## src/rtl/cfs_apb_slave_pkg.sv

```systemverilog
// Shared constants for the CFS APB register slave: state encoding, register map and ID.
// Optional wait-state support is enabled with CFS_APB_SLAVE_WAIT_STATES_EN.
package cfs_apb_slave_pkg;

  localparam int NUM_REGS = 8;
  localparam int WAIT_W   = 4;

  localparam logic [31:0] ID_VALUE = 32'hCF5A_0001;

  localparam logic [4:0] OFF_ID            = 5'h00;
  localparam logic [4:0] OFF_CTRL          = 5'h04;
  localparam logic [4:0] OFF_SCRATCH_FIRST = 5'h08;

  typedef logic [1:0] state_t;

  localparam state_t ST_IDLE  = 2'd0;
  localparam state_t ST_WAIT  = 2'd1;
  localparam state_t ST_READY = 2'd2;

  typedef struct packed {
    logic       err;
    logic [2:0] idx;
  } decode_t;

  function automatic logic [2:0] reg_index(input logic [4:0] offset);
    return offset[4:2];
  endfunction

endpackage

```

## src/rtl/cfs_apb_slave_regs.sv

```systemverilog
// Register file, address decode and read mux for the CFS APB slave.
// CTRL storage only exists when CFS_APB_SLAVE_WAIT_STATES_EN is defined.
module cfs_apb_slave_regs
  import cfs_apb_slave_pkg::*;
#(
  parameter int ADDR_WIDTH = 16,
  parameter int DATA_WIDTH = 32
) (
  input  logic                  pclk,
  input  logic                  preset_n,
  input  logic [ADDR_WIDTH-1:0] paddr,
  input  logic                  pwrite,
  input  logic [DATA_WIDTH-1:0] pwdata,
  input  logic                  commit,
  output logic [DATA_WIDTH-1:0] rdata,
  output logic                  err
`ifdef CFS_APB_SLAVE_WAIT_STATES_EN
  ,
  output logic [WAIT_W-1:0]     wait_cfg
`endif
);

  localparam int         NUM_SCRATCH = NUM_REGS - 2;
  localparam logic [2:0] IDX_ID      = reg_index(OFF_ID);
  localparam logic [2:0] IDX_CTRL    = reg_index(OFF_CTRL);
  localparam logic [2:0] IDX_SCRATCH = reg_index(OFF_SCRATCH_FIRST);

  decode_t               dec;
  logic [2:0]            slot;
  logic [DATA_WIDTH-1:0] scratch [NUM_SCRATCH];

  // Misaligned, out-of-map and ID writes are all rejected with the same error.
  always_comb begin
    dec.idx = paddr[4:2];
    dec.err = (paddr[1:0] != 2'b00)
           || (paddr[ADDR_WIDTH-1:5] != '0)
           || (pwrite && (paddr[4:2] == IDX_ID));
  end

  assign slot = dec.idx - IDX_SCRATCH;
  assign err  = dec.err;

  always_comb begin
    rdata = '0;
    case (dec.idx)
      IDX_ID:   rdata = ID_VALUE;
`ifdef CFS_APB_SLAVE_WAIT_STATES_EN
      IDX_CTRL: rdata = {{(DATA_WIDTH-WAIT_W){1'b0}}, wait_cfg};
`else
      IDX_CTRL: rdata = '0;
`endif
      default:  rdata = scratch[slot];
    endcase
  end

  always_ff @(posedge pclk or negedge preset_n) begin
    if (!preset_n) begin
      for (int i = 0; i < NUM_SCRATCH; i++) begin
        scratch[i] <= '0;
      end
    end else if (commit && (dec.idx >= IDX_SCRATCH)) begin
      scratch[slot] <= pwdata;
    end
  end

`ifdef CFS_APB_SLAVE_WAIT_STATES_EN
  always_ff @(posedge pclk or negedge preset_n) begin
    if (!preset_n) begin
      wait_cfg <= '0;
    end else if (commit && (dec.idx == IDX_CTRL)) begin
      wait_cfg <= pwdata[WAIT_W-1:0];
    end
  end
`endif

endmodule

```

## src/rtl/cfs_apb_slave.sv

```systemverilog
// CFS APB slave top: transfer FSM, wait counter and registered APB outputs.
// Programmable wait states (CTRL.WAIT) exist only with CFS_APB_SLAVE_WAIT_STATES_EN.
module cfs_apb_slave
  import cfs_apb_slave_pkg::*;
#(
  parameter int ADDR_WIDTH = 16,
  parameter int DATA_WIDTH = 32
) (
  input  logic                  pclk,
  input  logic                  preset_n,
  input  logic                  psel,
  input  logic                  penable,
  input  logic                  pwrite,
  input  logic [ADDR_WIDTH-1:0] paddr,
  input  logic [DATA_WIDTH-1:0] pwdata,
  output logic                  pready,
  output logic [DATA_WIDTH-1:0] prdata,
  output logic                  pslverr
);

  state_t                state;
  state_t                state_next;
  logic                  ready_next;
  logic                  commit;
  logic                  reg_err;
  logic [DATA_WIDTH-1:0] reg_rdata;

`ifdef CFS_APB_SLAVE_WAIT_STATES_EN
  logic [WAIT_W-1:0] wait_cfg;
  logic [WAIT_W-1:0] wait_cnt;
  logic [WAIT_W-1:0] wait_cnt_next;
`endif

  // Only the completing access cycle of a clean write may touch storage.
  assign commit = (state == ST_READY) && psel && penable && pready && pwrite && !pslverr;

  cfs_apb_slave_regs #(
    .ADDR_WIDTH (ADDR_WIDTH),
    .DATA_WIDTH (DATA_WIDTH)
  ) u_regs (
    .pclk     (pclk),
    .preset_n (preset_n),
    .paddr    (paddr),
    .pwrite   (pwrite),
    .pwdata   (pwdata),
    .commit   (commit),
    .rdata    (reg_rdata),
    .err      (reg_err)
`ifdef CFS_APB_SLAVE_WAIT_STATES_EN
    ,
    .wait_cfg (wait_cfg)
`endif
  );

  always_comb begin
    state_next = state;
`ifdef CFS_APB_SLAVE_WAIT_STATES_EN
    wait_cnt_next = wait_cnt;
`endif
    case (state)
      ST_IDLE: begin
        if (psel && !penable) begin
`ifdef CFS_APB_SLAVE_WAIT_STATES_EN
          // The wait count is sampled here so later CTRL writes cannot stretch this transfer.
          if (wait_cfg != '0) begin
            state_next    = ST_WAIT;
            wait_cnt_next = wait_cfg;
          end else begin
            state_next = ST_READY;
          end
`else
          state_next = ST_READY;
`endif
        end
      end
`ifdef CFS_APB_SLAVE_WAIT_STATES_EN
      ST_WAIT: begin
        wait_cnt_next = wait_cnt - WAIT_W'(1);
        if (!psel) begin
          state_next    = ST_IDLE;
          wait_cnt_next = '0;
        end else if (wait_cnt == WAIT_W'(1)) begin
          state_next = ST_READY;
        end
      end
`endif
      ST_READY: state_next = ST_IDLE;
      default:  state_next = ST_IDLE;
    endcase
  end

  assign ready_next = (state_next == ST_READY);

  // Response is captured on entry to READY so all APB outputs come straight from flops.
  always_ff @(posedge pclk or negedge preset_n) begin
    if (!preset_n) begin
      state   <= ST_IDLE;
      pready  <= 1'b0;
      pslverr <= 1'b0;
      prdata  <= '0;
    end else begin
      state   <= state_next;
      pready  <= ready_next;
      pslverr <= ready_next && reg_err;
      prdata  <= (ready_next && !pwrite && !reg_err) ? reg_rdata : '0;
    end
  end

`ifdef CFS_APB_SLAVE_WAIT_STATES_EN
  always_ff @(posedge pclk or negedge preset_n) begin
    if (!preset_n) begin
      wait_cnt <= '0;
    end else begin
      wait_cnt <= wait_cnt_next;
    end
  end
`endif

endmodule

```

## config.mk

```make
export PLATFORM = sky130hd
export DESIGN_NAME = cfs_apb_slave
export DESIGN_NICKNAME = d
export VERILOG_FILES = /design/src/rtl/cfs_apb_slave_pkg.sv /design/src/rtl/cfs_apb_slave_regs.sv /design/src/rtl/cfs_apb_slave.sv
export SDC_FILE = /design/constraint.sdc
export NUM_CORES = 1
export LEC_CHECK = 0
export BUFFER_PORTS_ARGS = -buffer_cell sky130_fd_sc_hd__buf_2
export CAP_MARGIN = 10
export CORE_MARGIN = 2
export CORE_UTILIZATION = 50
export DETAILED_ROUTE_END_ITERATION = 8
export GPL_ROUTABILITY_DRIVEN = 0
export PLACE_DENSITY_LB_ADDON = 0.12
export SLEW_MARGIN = 5
export SYNTH_ARGS = -nofsm -noshare
export SYNTH_HDL_FRONTEND = slang
export SYNTH_SLANG_ARGS = --single-unit
```

## constraint.sdc

```tcl
create_clock -name pclk -period 2 [get_ports pclk]
set_input_delay 0.4 -clock pclk [delete_from_list [all_inputs] [get_ports pclk]]
set_output_delay 0.4 -clock pclk [all_outputs]
set_load 0.01 [all_outputs]
```

**After elaboration in Yosys (flattened, before gate mapping)**

Cells that the tools add are included.

- Output and inout port bits: 34
- Logic and storage cells: 50
- Input bits: 53
- Register bits: 228

- Magnitude comparators: 3
- Equality and inequality tests: 3
- Bitwise gates (word level): 1
- Muxes and demuxes: 10
- Reductions and logical operators: 22
- $add $sub $neg: 1

Operators with widths:

| cell | number |
|---|---|
| $bwmux 192 | 1 |
| $mux 32 | 4 |
| $bmux 32 s3 | 1 |
| $demux 32 s3 | 1 |
| $pmux 32 s2 | 1 |
| $logic_and 1x1->1 | 12 |
| $reduce_bool 11->1 | 1 |
| $eq 2x2->1 const B | 2 |
| $ge 4x4->1 const B | 1 |
| $logic_not 1->1 | 4 |
| $lt 4x1->1 const B | 1 |
| $mux 2 | 2 |
| $not 3->4 | 1 |
| $eq 3x1->1 const B | 1 |
| $ge 3x2->1 const B | 1 |
| $logic_not 3->1 | 1 |
| $sub 3x2->3 const B | 1 |
| $logic_not 2->1 | 1 |
| $logic_or 1x1->1 | 2 |
| $reduce_bool 2->1 | 1 |

**Longest topological paths before layout**

Gate-level depths: netlist of run 1.

- Depth after elaboration: 8
- Mapped depth: 10
- Mapped depth without buffers: 6

**Modules after synthesis**

Synthesis of run 1 repeated with hierarchy kept, for this count alone.

- Cells, all modules: 698
- Area, all modules: 10267.3 µm²

By module, submodules not included:

| module | instances | cells an instance | seq. area each (µm²) | area each (µm²) |
|---|---|---|---|---|
| cfs_apb_slave_regs | 1 | 616 | 4804.6 | 9051.2 |
| cfs_apb_slave | 1 | 82 | 900.9 | 1216.2 |

**Worst setup path before layout of run 1**

Ideal clock, no wire load.

- Path type: input -> register
- From: input port paddr[3]
- To: register prdata[22]
- Slack: -0.513 ns
- Cell stages on the path: 9
- Library setup time: 0.124 ns
- Data arrival time: 2.389 ns
- Required time: 1.876 ns
- Path through: buf_2 > clkbuf_1 > inv_1 > ha_1 > buf_2 > buf_1 > mux2i_1 > a211oi_1 > o31a_1

- Word-level cells in the longest chain between the ends: 7
- Elaborated cells on any way between the ends: 13

RTL lines:

| item | RTL line | text |
|---|---|---|
| start: declaration | cfs_apb_slave.sv:14 | `input logic [ADDR_WIDTH-1:0] paddr,` |
| $sub 3x2->3 | cfs_apb_slave_regs.sv:40 | `assign slot = dec.idx - IDX_SCRATCH;` |
| $not 3->4 (implied by the code) | cfs_apb_slave_regs.sv:52 | `default: rdata = scratch[slot];` |
| $bmux 32 s3 | cfs_apb_slave_regs.sv:52 |  |
| $mux 32 (implied by the code) (2 in series) | cfs_apb_slave_regs.sv:52 |  |
| $pmux 32 s2 | cfs_apb_slave_regs.sv:45 | `case (dec.idx)` |
| $mux 32 (*) | cfs_apb_slave.sv:105 | `prdata <= (ready_next && !pwrite && !reg_err) ? reg_rdata : '0;` |
| end signal: assignment | cfs_apb_slave.sv:105 |  |
| end: declaration | cfs_apb_slave.sv:17 | `output logic [DATA_WIDTH-1:0] prdata,` |

Mark *: on every way between the ends. The rest lies on a longest branch, timed or not. The select of a mux whose other input is x is not followed.
A chain may end at the register's enable or synchronous reset.

**Worst setup path after layout of run 1**

- From: register state[1]
- To: register u_regs.scratch[24] (netlist bit)

- Word-level cells in the longest chain between the ends: 7

RTL lines:

| item | RTL line | text |
|---|---|---|
| start: declaration | cfs_apb_slave.sv:21 | `state_t state;` |
| start signal: assignment | cfs_apb_slave.sv:102 | `state <= state_next;` |
| $eq 2x2->1 | cfs_apb_slave.sv:35 | `assign commit = (state == ST_READY) && psel && penable && pready && pwrite && !pslverr;` |
| $logic_and 1x1->1 (5 in series) | cfs_apb_slave.sv:35 |  |
| $logic_and 1x1->1 | cfs_apb_slave_regs.sv:61 | `end else if (commit && (dec.idx >= IDX_SCRATCH)) begin` |
| end signal: indexed assignment | cfs_apb_slave_regs.sv:62 | `scratch[slot] <= pwdata;` |
| end: declaration | cfs_apb_slave_regs.sv:30 | `logic [DATA_WIDTH-1:0] scratch [NUM_SCRATCH];` |

Every way passes these cells.

==> impl_results.md, run 1 <==
- Area delta synth->final: 18.4%
- Die Width: 145 um
- # placed instances: 1035
- Dpl cell area: 11000 sq um
- Combinational power share: 0.054
- # clock sinks: 228
- Row Count: 51
- Power Internal: 0.00742 W
- TritonCTS clock tree: built
- Syn Nets: 742
- Cell area after synthesis: 9960 sq um
- DR vias/cell: 5.54
- Number of synthesized flops with an enable pin: 0
- Fmax: 515 MHz
- RSZ-0062 raised after global routing: no
- Dpl hpwl: 14200 um
- Slew @ Worst Pin: 0.522 ns
- Sequential area share after synthesis: 0.573
- CTS clock-pin slew for the worst setup and hold paths: 0.06 ns
- Initial core utilization: 0.510
- Vias in the first global route: 6702
- Worst Path Required: 2.39 ns
- Setup TNS: 0 ns
- CP max stage cell: dfrtp_1
- Crit path cell chain: nor4bb_1 -> and4_2 -> and4b_2 -> buf_12 -> mux2_1
- Number of distinct library cells after synthesis: 36
- GR peak layer: met2
- Clock power share: 0.455
- Status: complete, no violations
- Clock Root Buffer: clkbuf_16
- Total die area: 21100 sq um
- Core region area: 19500 sq um
- Worst-Skew Late Latency: 0.51 ns
- DRC: 0
- Port Buffers: 86
- DR iter-0 viols: 347
- WL per Instance: 20.2 um
- Worst Hold Class: primary input to flip-flop
- CP max stage delay: 0.39 ns
- Ys Warns: 0
- Max VDD drop: 612 uV
- Number of CTS-inserted buffers: 24
- Psw: 0.00202 W
- Slew HR: 0.652
- Worst reg2reg setup slack: 0.06 ns
- Via count: 5952
- Post-Syn Instances: 685
- FFs w/ async S/R, synth: 1.00
- Non-filler cells in the finished layout: 1075
- Largest net degree at the start of global routing: 64
- Final Hold Fails: 0
- Met1 Use GR: 0.292
- Met3 usage: 0.0346
- Buffers & Inverters on Critical Path: 1
- MaxCap Viol Count: 0
- FF+latch count, synth: 228
- Power Density: 801 nW/um^2
- Mean post-synth cell area: 14.5 sq um
- Drt pass-1 iters: 4
- GR Util met2: 0.362
- Fillers: 1540
- # H-tree levels: 1
- Share of cells above drive strength 1: 0.371
- Crit-path max FO: 15
- Final setup violation count: 0
- Ports: 87
- Die Y: 145 um
- Leak Pwr: 6.04 nW
- Arrival @ worst endpoint: 2.33 ns
- Detailed Route WL: 21700 um
- CP top delay family: simple AND/OR/NAND/NOR gates
- Initial antenna violation count: 1
- Final Max Tran Viols: 0
- CP Capture Type: flip-flop
- CTS Buffer Depth: 3
- Crit Path Category: flip-flop to flip-flop
- Post-CTS setup buffer count: 0
- Tcrit/Tclk final: 0.971
- Switching Share: 0.214
- Fin util: 0.604
- Clock Skew: 0.00534 ns
- Fin area: 11800 sq um
- Final nets: 854
- Reg power frac: 0.491
- Synth Flop Type: dfrtp_1
- Post-route ant nets: 0
- Tmin final: 1.94 ns
- Total GRT Usage: 0.214
- First-pass GRT wire length: 36100 um
- Gr ovfl total: 0
- CP startpoint kind: flip-flop
- Worst Hold Margin: 0.0952 ns
[state kept, by name (all words and copies together), names as in the netlist]
| name | count |
|---|---|
| prdata | 32 |
| pslverr | 1 |
| u_regs.scratch | 192 |
| pready | 1 |
| state | 2 |
[what timing repair did]
action                     CTS  global route
hold endpoints to repair    57             0
hold buffers                 1             0
setup endpoints to repair    0             1
resized for setup            0             1
[path summary, 6_finish.rpt]
check                                    startpoint                   to  depth (start not counted)
worst min register to register  u_regs.scratch[151]  u_regs.scratch[151]                          1
worst max register to register             state[1]   u_regs.scratch[24]                          5
worst min-delay path                        penable             state[1]                          2
worst max-delay path                       state[1]   u_regs.scratch[24]                          5
max in group asynchronous                  preset_n   u_regs.scratch[55]                          3
min in group asynchronous                  preset_n    u_regs.scratch[2]                          2
[power by group through the flow]
stage                     Sequential (W)  Combinational, W  Clock (W)
after CTS                        0.00464          0.000520    0.00440
after global placement           0.00472          0.000500          0
after global routing             0.00463          0.000562    0.00463
after floorplan                  0.00472          0.000185          0
after detailed placement         0.00472          0.000517          0
final                            0.00464          0.000509    0.00429
[cell type report]
type                       count  area (sq um)  share of cell area
sequential                   228          5710               0.484
inverter                       2          7.51            0.000637
antenna                        1          2.50            0.000212
multi-input combinational    407          3950               0.335
timing repair buffer         134          1030              0.0874
clock inverter                 2          35.0             0.00297
tap                          265           332              0.0281
clock buffer                  36           727              0.0617
[metrics by stage]
step	power (W)	worst slack, ns
final	0.00944	0.0587
after global routing	0.00983	0.0000440
after CTS	0.00955	0.0751
after detailed placement	0.00524	0.0195
after global placement	0.00522	0.0510
after floorplan	0.00490	0.00533
[cell usage after synthesis (3+ instances only)]
| cell type | n | area share |
|---|---|---|
| buf_1 | 4 | 0.0015 |
| mux2i_1 | 43 | 0.043 |
| nand2_1 | 3 | 0.0011 |
| a211oi_1 | 11 | 0.0083 |
| mux2_1 | 91 | 0.10 |
| buf_6 | 6 | 0.0068 |
| buf_2 | 21 | 0.011 |
| nand3_2 | 3 | 0.0030 |
| nor2_1 | 44 | 0.017 |
| o21ai_0 | 11 | 0.0055 |
| nand3_1 | 11 | 0.0055 |
| mux2_2 | 101 | 0.11 |
| o31a_1 | 12 | 0.011 |
| buf_12 | 3 | 0.0060 |
| clkbuf_1 | 12 | 0.0045 |
| mux4_2 | 21 | 0.047 |
| a21oi_1 | 32 | 0.016 |
| dfrtp_1 | 228 | 0.57 |
| ha_1 | 4 | 0.0050 |
[cells in the final DEF, fill, tap and decap left out, types with 21 or more instances in the layout]
cell / instances
dfrtp_1: 228
mux2_2: 101
mux2_1: 90
buf_2: 84
nor2_1: 44
mux2i_1: 43
a21oi_1: 32
buf_4: 30
clkbuf_16: 25
mux4_2: 21
[layer usage]
layer	share of wire	routed length, um
met5	0	0
met4	0.017	365
met3	0.037	806
met2	0.49	10700
met1	0.45	9790
[cells by family (layout without fill, tap and decap cells)]
kind of cell / after synthesis / after routing / share of synthesized area
adder cells (fa/ha/maj): 4 / 4 / 0.00502
multiplexers: 256 / 256 / 0.308
flip-flops: 228 / 228 / 0.573
AND/OR/NAND/NOR: 78 / 78 / 0.0396
AO/OA/AOI/OAI: 68 / 68 / 0.0428
buffers and inverters: 50 / 174 / 0.0317
other: 1 / 2 / 0.000376
Power figures use the tool's default switching activity.
==> inputs of run 2 (changes only) <==
--- a/config.mk
+++ b/config.mk
@@ -7,7 +7,7 @@
 export LEC_CHECK = 0
 export BUFFER_PORTS_ARGS = -buffer_cell sky130_fd_sc_hd__buf_2
 export CAP_MARGIN = 10
-export CORE_MARGIN = 2
+export CORE_MARGIN = 8
 export CORE_UTILIZATION = 50
 export DETAILED_ROUTE_END_ITERATION = 8
 export GPL_ROUTABILITY_DRIVEN = 0
@@ -15,4 +15,5 @@
 export SLEW_MARGIN = 5
 export SYNTH_ARGS = -nofsm -noshare
 export SYNTH_HDL_FRONTEND = slang
+export SYNTH_HIERARCHICAL = 1
 export SYNTH_SLANG_ARGS = --single-unit
==> run 2 against run 1 <==
- via count rose by 6.5%
- synthesized cell count is 1.9% higher
- area after synthesis is 3.1% higher
- register-to-register slack about the same
- combinational power grew 14%
- largest cell class unchanged
==> impl_results.md, run 2 <==
- Die Y: 159 um (+9.8%)
- Top cell type's share of synthesized area: 0.556 (-0.0171)
- CP startpoint kind: flip-flop
- # clock sinks: 228 (unchanged)
- Final setup violation count: 0 (unchanged)
- Worst-Skew Late Latency: 0.51 ns (about the same)
- Cell taking the most area after synthesis: dfrtp_1
- Most frequent cells after synthesis: dfrtp_1 (228), mux2_2 (178), mux2i_1 (32), and3_1 (28), inv_1 (28)
- Crit-path max FO: 9 (-6)
- Initial antenna violation count: 0 (-1)
- Largest regs: u_regs/scratch (192), prdata (32), state (2)
- Setup TNS: 0 ns (unchanged)
- Arrival @ worst endpoint: 2.34 ns (about the same)
- Tmin final: 1.95 ns (+0.0104 ns)
- Number of CTS-inserted buffers: 25 (+4.2%)
- Total GRT Usage: 0.190 (-0.0234)
- CTS clock-pin slew for the worst setup and hold paths: 0.06 ns (about the same)
- Final Hold Fails: 0 (unchanged)
- Commonest non-fill, non-tap cell in the layout: dfrtp_1
- Final Max Tran Viols: 0 (unchanged)
- Slew HR: 0.418 (-0.234)
- DRC: 0 (unchanged)
- Power Density: 800 nW/um^2 (about the same)
- Clock Skew: 0.0143 ns (+0.00895 ns)
- Initial core utilization: 0.509 (-0.00107)
- DR vias/cell: 5.68 (+2.5%)
- Number of distinct library cells after synthesis: 42 (+17%)
- Row Count: 52 (+2.0%)
- Fmax: 512 MHz (-0.54%)
- Port Buffers: 86 (unchanged)
- MaxCap Viol Count: 0 (unchanged)
- Ys Warns: 6 (+6)
- Crit Path Category: flip-flop to flip-flop
- RSZ-0062 raised after global routing: yes
- Slew @ Worst Pin: 0.872 ns (+0.350 ns)
- Reg power frac: 0.467 (-0.024)
- Clock power share: 0.474 (+0.019)
- Max reg flops: 192 (unchanged)
- First-pass GRT wire length: 38800 um (+7.5%)
- Worst Hold Class: primary input to flip-flop
- Status: complete, no violations
- Detailed Route WL: 24100 um (+11%)
- Dpl hpwl: 15500 um (+9.7%)
- Synth area leaders: dfrtp_1 (56%), mux2_2 (20%), mux4_2 (4.6%)
- TritonCTS clock tree: built
- Psw: 0.00214 W (+6.1%)
- Share of cells above drive strength 1: 0.489 (+0.119)
- Core region area: 20200 sq um (+3.3%)
- Vias in the first global route: 7139 (+6.5%)
- Syn Nets: 755 (+1.8%)
- DR iter-0 viols: 239 (-31%)
- Ports: 87 (unchanged)
- Sequential area share after synthesis: 0.556 (-0.0171)
- Combinational power share: 0.059 (+0.005)
- Post-route ant nets: 0 (unchanged)
- Largest net degree at the start of global routing: 58 (-9.4%)
- Final nets: 884 (+3.5%)
- # H-tree levels: 1 (unchanged)
- Largest register by flop count: u_regs/scratch
- Clock Root Buffer: clkbuf_16
- Post-Syn Instances: 698 (+1.9%)
- Synth Flop Type: dfrtp_1
- Tcrit/Tclk final: 0.976 (+0.00522)
- Switching Share: 0.216 (+0.00188)
- Worst Hold Margin: 0.177 ns (+0.0822 ns)
- Number of synthesized flops with an enable pin: 0 (unchanged)
- Die Width: 159 um (+9.8%)
- # placed instances: 1063 (+2.7%)
- Power Internal: 0.00778 W (+4.9%)
- Via count: 6341 (+6.5%)
- Non-filler cells in the finished layout: 1117 (+3.9%)
- FF+latch count, synth: 228 (unchanged)
- Total die area: 25400 sq um (+20%)
- CTS Buffer Depth: 3 (unchanged)
- WL per Instance: 21.6 um (+7.1%)
- Mean post-synth cell area: 14.7 sq um (+1.2%)
- Most frequent cells in the layout: dfrtp_1 (228), mux2_2 (175), buf_2 (84)
- Cell area after synthesis: 10300 sq um (+3.1%)
- Area delta synth->final: 20.8%
- Worst Path Required: 2.39 ns (about the same)
- Max VDD drop: 649 uV (+6.0%)
- FFs w/ async S/R, synth: 1.00 (unchanged)
- Gr ovfl total: 0 (unchanged)
- Most frequent cell after synthesis: dfrtp_1
- Design Power: 0.00993 W (+5.2%)
- CP Capture Type: flip-flop
- Leak Pwr: 6.35 nW (+5.0%)
- Drt pass-1 iters: 4 (unchanged)
-- run 2: cell count changes in the layout (fill, tap and decap cells not counted), moves of 12 or more --
cell       before  now
o31a_1         12    0
mux2_1         90   20
o2bb2ai_1       0   17
o22ai_1         0   21
a21oi_1        32    0
inv_1           2   27
and3_1          0   28
buf_4          30   46
nor2_1         44    0
mux2_2        101  175
-- run 2: per-stage QoR --
stage	area (sq um)	setup slack, ns	utilization
5_1_grt	12400	-0.0380	0.615
4_1_cts	12400	0.0243	0.614
3_5_place_dp	11400	-0.125	0.565
3_3_place_gp	11400	-0.0696	0.565
2_1_floorplan	10300	-0.120	-
6_report	12400	0.0483	0.615
-- run 2: final cells by class --
| cell class | count | area [sq um] |
|---|---|---|
| Fill cell | 1561 | 7770 |
| Timing Repair Buffer | 153 | 1210 |
| Clock inverter | 7 | 93.8 |
| Inverter | 28 | 108 |
| Tap cell | 270 | 338 |
| Sequential cell | 228 | 5710 |
| Clock buffer | 39 | 778 |
| Antenna cell | 1 | 2.50 |
| Multi-Input combinational cell | 391 | 4170 |
-- run 2: power by group through the flow --
stage                     logic [W]  registers (W)  clock network (W)
after floorplan            0.000235        0.00472                  0
after global placement     0.000567        0.00472                  0
after detailed placement   0.000584        0.00472                  0
after CTS                  0.000588        0.00463            0.00483
after global routing       0.000635        0.00463            0.00501
final                      0.000581        0.00464            0.00471
-- run 2: path summary, 6_finish.rpt --
check,startpoint,to,slack (ns),cells past startpoint
max,state[0],u_regs/scratch[126],0.05,8
min,pwdata[12],u_regs/scratch[44],0.18,2
max reg2reg,state[0],u_regs/scratch[126],0.05,8
min reg2reg,u_regs/scratch[45],u_regs/scratch[45],0.48,1
max in group asynchronous,preset_n,u_regs/scratch[63],0.89,3
min in group asynchronous,preset_n,u_regs/scratch[185],0.43,2
-- run 2: cell families after synthesis --
group,after synthesis,synth area share
other cells,1,0.000365
simple gates,60,0.0396
mux,251,0.294
compound gates,75,0.0613
flops,228,0.556
fa+ha+maj,4,0.00487
buf+inv,79,0.0437
-- run 2: routing by layer --
metal	global-route usage	vias to the layer above	wire length (um)
li1	-	2830	-
met1	0.227	3337	9960
met2	0.342	135	12600
met3	0.0349	39	1150
met4	0.0570	0	448
met5	0	-	0
-- run 2: worst max-delay path: stages, from the launching register on --
cell	delay [ns]
dfrtp_1	0.38
nand2b_4	0.14
nor3_2	0.12
buf_4	0.17
nand2b_4	0.09
a211oi_4	0.26
buf_4	0.19
buf_16	0.15
mux2_2	0.33
-- run 2: repair_timing --
item                                    4_1_cts  5_1_grt
endpoints found under the setup margin       88       34
resized for setup                             5        5
hold buffers                                  1        0
gates cloned                                  2        0
setup buffers                                 3        1
endpoints found under the hold margin        51        0
pin swaps                                     4        1
